--- src/rtl/cpu_pkg.sv ---
// Shared types and encodings for the Simple RISC controller.
//   state_t      : controller FSM states
//   ir_fields_t  : instruction register field layout
//   OPC_/OP_     : opcode and op-field encodings of the supported subset
//   WB_/ALU_/SH_ : datapath select encodings
package cpu_pkg;

  localparam int unsigned INSTR_W = 16;
  localparam int unsigned REG_AW  = 3;

  typedef enum logic [2:0] {
    WAIT      = 3'd0,
    DECODE    = 3'd1,
    GET_A     = 3'd2,
    GET_B     = 3'd3,
    EXEC      = 3'd4,
    WRITE_RD  = 3'd5,
    WRITE_IMM = 3'd6
  } state_t;

  typedef struct packed {
    logic [2:0] opcode;
    logic [1:0] op;
    logic [2:0] rn;
    logic [2:0] rd;
    logic [1:0] sh;
    logic [2:0] rm;
  } ir_fields_t;

  localparam logic [2:0] OPC_MOV = 3'b110;
  localparam logic [2:0] OPC_ALU = 3'b101;

  localparam logic [1:0] OP_MOV_IMM = 2'b10;
  localparam logic [1:0] OP_MOV_REG = 2'b00;
  localparam logic [1:0] OP_ADD     = 2'b00;
  localparam logic [1:0] OP_CMP     = 2'b01;
  localparam logic [1:0] OP_AND     = 2'b10;
  localparam logic [1:0] OP_MVN     = 2'b11;

  localparam logic [1:0] WB_MDATA = 2'b00;
  localparam logic [1:0] WB_IMM8  = 2'b01;
  localparam logic [1:0] WB_PC    = 2'b10;
  localparam logic [1:0] WB_C     = 2'b11;

  localparam logic [1:0] ALU_ADD  = 2'b00;
  localparam logic [1:0] ALU_SUB  = 2'b01;
  localparam logic [1:0] ALU_AND  = 2'b10;
  localparam logic [1:0] ALU_NOTB = 2'b11;

  localparam logic [1:0] SH_NONE = 2'b00;
  localparam logic [1:0] SH_LSL1 = 2'b01;
  localparam logic [1:0] SH_LSR1 = 2'b10;
  localparam logic [1:0] SH_ASR1 = 2'b11;

endpackage

--- src/rtl/cpu_controller_decoder.sv ---
// Combinational instruction decoder: splits the IR into register/shift
// fields, sign-extends the immediates and classifies the instruction.
//   ir            : instruction register contents
//   rn_c/rd_c/rm_c: register address fields
//   op_c, sh_c    : op and shift fields
//   sximm8_c/5_c  : sign-extended IR[7:0] / IR[4:0]
//   legal_c       : encoding belongs to the supported subset
//   is_*_c        : instruction class flags used for sequencing
module instr_decoder
  import cpu_pkg::*;
(
  input  logic [INSTR_W-1:0] ir,
  output logic [REG_AW-1:0]  rn_c,
  output logic [REG_AW-1:0]  rd_c,
  output logic [REG_AW-1:0]  rm_c,
  output logic [1:0]         op_c,
  output logic [1:0]         sh_c,
  output logic [15:0]        sximm8_c,
  output logic [15:0]        sximm5_c,
  output logic               legal_c,
  output logic               is_mov_imm_c,
  output logic               is_mov_reg_c,
  output logic               is_cmp_c,
  output logic               needs_a_c
);

  ir_fields_t f;
  logic       is_mov;
  logic       is_alu;

  assign f = ir_fields_t'(ir);

  assign rn_c = f.rn;
  assign rd_c = f.rd;
  assign rm_c = f.rm;
  assign op_c = f.op;
  assign sh_c = f.sh;

  assign sximm8_c = {{8{ir[7]}}, ir[7:0]};
  assign sximm5_c = {{11{ir[4]}}, ir[4:0]};

  assign is_mov       = (f.opcode == OPC_MOV);
  assign is_alu       = (f.opcode == OPC_ALU);
  assign is_mov_imm_c = is_mov && (f.op == OP_MOV_IMM);
  assign is_mov_reg_c = is_mov && (f.op == OP_MOV_REG);
  assign is_cmp_c     = is_alu && (f.op == OP_CMP);
  // MVN operates on Rm only, so it skips the A-operand fetch.
  assign needs_a_c    = is_alu && (f.op != OP_MVN);
  assign legal_c      = is_mov_imm_c || is_mov_reg_c || is_alu;

endmodule

--- src/rtl/cpu_controller.sv ---
// Simple RISC controller: instruction register, decoder and Moore FSM
// sequencing the 16-bit datapath.
//   clk, rst_n      : clock, async active-low reset
//   start, instr    : instruction handshake (accepted while waiting)
//   waiting, illegal: status to the top level
//   w_en/w_addr/r_addr/wb_sel          : register file control
//   en_A/en_B/en_C/en_status           : datapath register loads
//   sel_A/sel_B/ALU_op/shift_op        : operand and function selects
//   sximm8/sximm5                      : sign-extended immediates
module cpu_controller
  import cpu_pkg::*;
(
  input  logic               clk,
  input  logic               rst_n,
  input  logic               start,
  input  logic [INSTR_W-1:0] instr,
  output logic               waiting,
  output logic               illegal,
  output logic               w_en,
  output logic [REG_AW-1:0]  w_addr,
  output logic [REG_AW-1:0]  r_addr,
  output logic [1:0]         wb_sel,
  output logic               en_A,
  output logic               en_B,
  output logic               en_C,
  output logic               en_status,
  output logic               sel_A,
  output logic               sel_B,
  output logic [1:0]         ALU_op,
  output logic [1:0]         shift_op,
  output logic [15:0]        sximm8,
  output logic [15:0]        sximm5
);

  state_t             state;
  state_t             state_nxt;
  logic [INSTR_W-1:0] ir;

  logic [REG_AW-1:0]  rn_c;
  logic [REG_AW-1:0]  rd_c;
  logic [REG_AW-1:0]  rm_c;
  logic [1:0]         op_c;
  logic [1:0]         sh_c;
  logic               legal_c;
  logic               is_mov_imm_c;
  logic               is_mov_reg_c;
  logic               is_cmp_c;
  logic               needs_a_c;

  instr_decoder u_dec (
    .ir           (ir),
    .rn_c         (rn_c),
    .rd_c         (rd_c),
    .rm_c         (rm_c),
    .op_c         (op_c),
    .sh_c         (sh_c),
    .sximm8_c     (sximm8),
    .sximm5_c     (sximm5),
    .legal_c      (legal_c),
    .is_mov_imm_c (is_mov_imm_c),
    .is_mov_reg_c (is_mov_reg_c),
    .is_cmp_c     (is_cmp_c),
    .needs_a_c    (needs_a_c)
  );

  assign shift_op = sh_c;

  // Instruction register: captures only on an accepted handshake.
  always_ff @(posedge clk or negedge rst_n) begin
    if (!rst_n) begin
      ir <= '0;
    end else if ((state == WAIT) && start) begin
      ir <= instr;
    end
  end

  // State register.
  always_ff @(posedge clk or negedge rst_n) begin
    if (!rst_n) begin
      state <= WAIT;
    end else begin
      state <= state_nxt;
    end
  end

  // Next state and Moore outputs.
  always_comb begin
    state_nxt = state;
    waiting   = 1'b0;
    illegal   = 1'b0;
    w_en      = 1'b0;
    w_addr    = '0;
    r_addr    = '0;
    wb_sel    = WB_MDATA;
    en_A      = 1'b0;
    en_B      = 1'b0;
    en_C      = 1'b0;
    en_status = 1'b0;
    sel_A     = 1'b0;
    sel_B     = 1'b0;
    ALU_op    = ALU_ADD;

    case (state)
      WAIT: begin
        waiting = 1'b1;
        if (start) state_nxt = DECODE;
      end

      DECODE: begin
        if (!legal_c) begin
          illegal   = 1'b1;
          state_nxt = WAIT;
        end else if (is_mov_imm_c) begin
          state_nxt = WRITE_IMM;
        end else if (needs_a_c) begin
          state_nxt = GET_A;
        end else begin
          state_nxt = GET_B;
        end
      end

      GET_A: begin
        r_addr    = rn_c;
        en_A      = 1'b1;
        state_nxt = GET_B;
      end

      GET_B: begin
        r_addr    = rm_c;
        en_B      = 1'b1;
        state_nxt = EXEC;
      end

      EXEC: begin
        if (is_mov_reg_c) begin
          // MOV reg passes Rm through as 0 + B.
          sel_A     = 1'b1;
          ALU_op    = ALU_ADD;
          en_C      = 1'b1;
          state_nxt = WRITE_RD;
        end else if (is_cmp_c) begin
          ALU_op    = ALU_SUB;
          en_status = 1'b1;
          state_nxt = WAIT;
        end else begin
          ALU_op    = op_c;
          en_C      = 1'b1;
          state_nxt = WRITE_RD;
        end
      end

      WRITE_RD: begin
        wb_sel    = WB_C;
        w_addr    = rd_c;
        w_en      = 1'b1;
        state_nxt = WAIT;
      end

      WRITE_IMM: begin
        wb_sel    = WB_IMM8;
        w_addr    = rn_c;
        w_en      = 1'b1;
        state_nxt = WAIT;
      end

      default: begin
        state_nxt = WAIT;
      end
    endcase
  end

endmodule

--- config.mk ---
export PLATFORM = sky130hd
export DESIGN_NAME = cpu_controller
export DESIGN_NICKNAME = d
export VERILOG_FILES = /design/src/rtl/cpu_pkg.sv /design/src/rtl/cpu_controller_decoder.sv /design/src/rtl/cpu_controller.sv
export SDC_FILE = /design/constraint.sdc
export NUM_CORES = 1
export LEC_CHECK = 0
export ABC_AREA = 0
export ABC_CLOCK_PERIOD_IN_PS = 1700
export CORE_MARGIN = 1.5
export CORE_UTILIZATION = 39
export CTS_CLUSTER_DIAMETER = 60
export DETAILED_ROUTE_END_ITERATION = 10
export HOLD_SLACK_MARGIN = 0.06
export MAX_ROUTING_LAYER = met4
export PLACE_DENSITY_LB_ADDON = 0.3
export SLEW_MARGIN = 40
export SYNTH_ARGS = -nofsm -noshare
export SYNTH_HDL_FRONTEND = slang
export SYNTH_SLANG_ARGS = --single-unit
--- constraint.sdc ---
create_clock -name clk -period 1.7 [get_ports clk]
set_input_delay 0.17 -clock clk [delete_from_list [all_inputs] [get_ports clk]]
set_output_delay 0.17 -clock clk [all_outputs]
set_load 0.01 [all_outputs]
After elaboration in Yosys (flattened, before gate mapping)
Cells that the tools add are included.

storage, ports and cells
  bits in registers = 19
  bits of input ports = 19
  output and inout port bits = 53

cells by class
  equality and inequality tests = 12
  muxes and demuxes = 27
  reductions and logical operators = 10

operators with widths
  kind                  count
  $eq A3 B3 Y1 const B  5
  $mux W1               15
  $mux W3               5
  $pmux W3 S5           1
  $pmux W3 S2           2
  $eq A3 B2 Y1 const B  2
  $mux W2               3
  $logic_and A1 B1 Y1   5
  $ne A2 B2 Y1 const B  2
  $pmux W2 S2           1
  $eq A3 B1 Y1 const B  1
  $logic_not A3 Y1      1
  $eq A2 B1 Y1 const B  1
  $eq A2 B2 Y1 const B  1
  $logic_not A2 Y1      1
  $logic_or A1 B1 Y1    2
  $reduce_or A2 Y1      1

Logic depth before layout (Yosys ltp)
Gate-level depths: netlist of the first run.

  depth after elaboration = 6
  depth in mapped cells = 5
  mapped depth without buffers = 3

By module
Synthesis of the first run repeated with hierarchy kept, for this count alone.

second synthesis, totals
  cells, all modules = 133
  area total of the unflattened synthesis = 1391.3 sq um

by module, submodules not included
  module          times used  cells an instance  area an instance (sq um)  sequential area each (sq um)
  cpu_controller  1           80                 991.0                     475.5
  instr_decoder   1           53                 400.4                     0.0

Worst setup path after synthesis of the first run
No wires, ideal clock.

  path type = register to register
  start point = reg state[2]
  end point = reg ir[0]
  library setup time = 0.125 ns
  arrival time = 1.429 ns
  slack = 0.146 ns
  cell stages (with the launch flop) = 6
  period minus slack after synthesis = 1.554 ns
  cell sequence = dfrtp_1 > nor3_2 > and2_4 > buf_8 > buf_12 > mux2_4

between the ends
  word-level cells in the longest chain between the ends = 2

ends and longest elaborated chain
  item                    line                  text
  from (decl)             cpu_controller.sv:35  state_t state;
  from (signal assigned)  cpu_controller.sv:82  state <= state_nxt;
  $logic_not A3 Y1        cpu_controller.sv:72  end else if ((state == WAIT) && start) begin
  $logic_and A1 B1 Y1     cpu_controller.sv:72
  to (signal assigned)    cpu_controller.sv:73  ir <= instr;
  to (decl)               cpu_controller.sv:37  logic [INSTR_W-1:0] ir;

No other way between the ends.
A chain may end at the register's enable or synchronous reset.

Worst setup path in the final report of the first run
  start point = reg state[1]
  end point = out en_C

between the ends
  word-level cells in the longest chain between the ends = 2

ends and longest elaborated chain
  item          line                   text
  $eq A3 B3 Y1  cpu_controller.sv:103  case (state)
  $mux W1       cpu_controller.sv:103
  to (decl)     cpu_controller.sv:25   output logic en_C,

No other way between the ends.

==> results_dict.tcl, run 1 <==
set metrics [dict create \
    syn_nets 145 \
    fin_skew_ns 0.00372 \
    syn_area_per_cell_sq_um 10.6 \
    async_flop_share_pct 100 \
    cp.depth 4 \
    route.vias.total 1042 \
    crit_type "reg -> out" \
    met2_usage_pct 29.0 \
    drt_first_iter_violations 19 \
    synth-main-ff-cell "dfrtp_1" \
    clock-root-buffer "clkbuf_4" \
    rsz0062_at_grt "true" \
    start_util_pct 40.4 \
    fin_crit_sh_pct 101 \
    cp-start-kind "flip-flop" \
    yosysMostFrequentCell "buf_4" \
    required_ns 1.53 \
    drv_slew 0 \
    finalSetupViolations 2 \
    maxCapViolCount 0 \
    arrival_ns 1.55 \
    io_buffers 70 \
    cts_sinks 19 \
    yosys_warnings 0 \
    synthCells 126 \
    crit_family "simple AND/OR/NAND/NOR gates" \
    cts_tree "built" \
    grt_pass1_wl_um 4470 \
    routed_wl_um 3150 \
    power_density_nw_per_um2 1790 \
    dieHeight_um 61.6 \
    final.setup.tns_ns -0.0267 \
    viasPerCell 4.59 \
    grt_pass1_vias 958 \
    synth_cell_type_count 34 \
    worstPathMaxFanout 3 \
    dr.pass1.iters 4 \
    io_pins 72 \
    num_rows 21 \
    yosysTopAreaCellShare_pct 35.5 \
    synth_edf_count 0 \
    status "finished, violations left" \
    p_leak_nw 0.892 \
    endpoint_kind "output port" \
    busiest_layer "met2" \
    clk_pin_slew_ns 0.10 \
    tritoncts.num_buffers 3 \
    antenna_left 0 \
    synth_seq_area_share_pct 35.5 \
    clk_latency_ns 0.29 \
    synth-seq-cells 19 \
    cts.path.max_buffers 2 \
    finalHoldViolCount 0 \
    final_util_pct 61.0 \
    synth.top_cells.by_area "dfrtp_1, buf_4, mux2_4" \
    htree_levels 1 \
    path_buf_inv 2 \
    wire_per_inst_um 13.9 \
    core_sq_um 3310 \
    antenna_found_initial 0 \
    area_growth_pct 51.1 \
    synth_top_area_cell "dfrtp_1" \
    dp_hpwl_um 2230 \
    dieArea_sq_um 3790 \
    r2r_cells 5 \
    diodes 0 \
    drc_errors 0 \
    hp-class "in -> async" \
    cpPeakStageDelay_ns 0.43 \
    synth_area_sq_um 1340 \
    ir_worst_vdd_mv 0.763 \
    period_minus_slack_ns 1.72 \
    grt_overflow 0 \
    grtUsageTotal_pct 16.6 \
    holdBufCountCts 0 \
    grt_start_max_net_pins 20 \
    crit_slowest_cell "or3b_4" \
    path_cells "or3b_4 -> buf_6 -> a31oi_4 -> buf_2" \
    use_met1_pct 18.9 \
    synth_common_cells "buf_4, dfrtp_1, mux2_4, nor2_1, nor2b_1" \
    drive_gt1_share_pct 38.1 \
    finalNetCount 201 \
    grt_use_met3_pct 4.41 \
    fmax_mhz 581 \
    setup_slack_ns -0.0215 \
    dieWidth_um 61.6 \
    routabilityCongestion 0.777 \
    violations "negative setup slack" \
]
-- cell families after synthesis --
logic type / count (synthesis) / synth area share (%)
flip-flops: 19 / 35.5
AO/OA/AOI/OAI: 12 / 7.67
other: 1 / 0.280
multiplexers: 18 / 17.4
AND/OR/NAND/NOR: 33 / 14.7
buffers and inverters: 43 / 24.4
-- registers in the layout (all words and copies together), names as in the netlist --
name and cells:
ir 16, state 3
-- area by class of cell --
type,instances,area (sq um)
Fill cell,311,1290
Tap cell,46,57.6
Sequential cell,19,478
Multi-Input combinational cell,64,604
Timing Repair Buffer,92,847
Inverter,2,7.51
Clock buffer,4,26.3
-- per-layer routing --
layer / share of wire (%) / up-vias
li1: - / 503
met1: 41 / 496
met4: 0.60 / 0
met5: 0 / -
met3: 5.6 / 2
met2: 53 / 41
-- repair_timing --
item / in CTS / in global routing
resized for setup: 60 / 18
buffers inserted: 3 / 5
setup endpoints to repair: 18 / 39
gates cloned: 1 / 1
pin swaps: 0 / 5
-- worst paths after layout --
kind | startpoint | slack [ns] | endpoint
min reg2reg | ir[3] | 0.58 | ir[3]
max | state[1] | -0.02 | en_C
min | rst_n | 0.20 | ir[3]
min in group clk | instr[15] | 0.44 | ir[15]
max reg2reg | state[0] | 0.12 | ir[10]
max in group asynchronous | rst_n | 1.28 | ir[7]
-- placed cells by master, fill, tap and decap left out, types with 2 or more instances in the layout --
cell	count
dfrtp_1	17
buf_6	5
mux2_2	6
dfrtp_2	2
nor2_1	8
inv_1	2
nor2b_1	5
nand2b_1	2
buf_2	11
a22oi_2	3
buf_12	2
nor2b_4	2
clkdlybuf4s50_1	52
and3_1	2
dlygate4sd2_1	5
clkbuf_4	3
mux2_4	9
nand3_1	2
buf_4	14
mux2i_1	3
-- through the flow --
step                      worst slack (ns)  cell area [sq um]  hold slack, ns  power [mW]  instances
after global placement              -0.144               1890           0.526        3.08        216
final                              -0.0215               2020           0.203        3.61        227
after global routing                -0.100               2020           0.212        3.88        227
after CTS                          -0.0540               1920           0.192        3.45        224
after detailed placement           -0.0905               1890           0.531        3.15        216
after floorplan                      0.146               1340          -0.126        2.46        126
-- where the power goes --
group	leakage (nW)	switching (mW)	internal (mW)
sequential	0.226	0.294	0.671
clock	0.0150	0.134	0.0913
combinational	0.651	0.906	1.52
No activity file was read; power rests on OpenSTA's default activity.
==> run 2: changes to the inputs <==
--- a/config.mk
+++ b/config.mk
@@ -11,6 +11,7 @@
 export CORE_UTILIZATION = 39
 export CTS_CLUSTER_DIAMETER = 60
 export DETAILED_ROUTE_END_ITERATION = 10
+export GPL_TIMING_DRIVEN = 1
 export HOLD_SLACK_MARGIN = 0.06
 export MAX_ROUTING_LAYER = met4
 export PLACE_DENSITY_LB_ADDON = 0.3
==> results of run 2 <==
No change in the layout: final DEF, timing and power equal those of run 1.
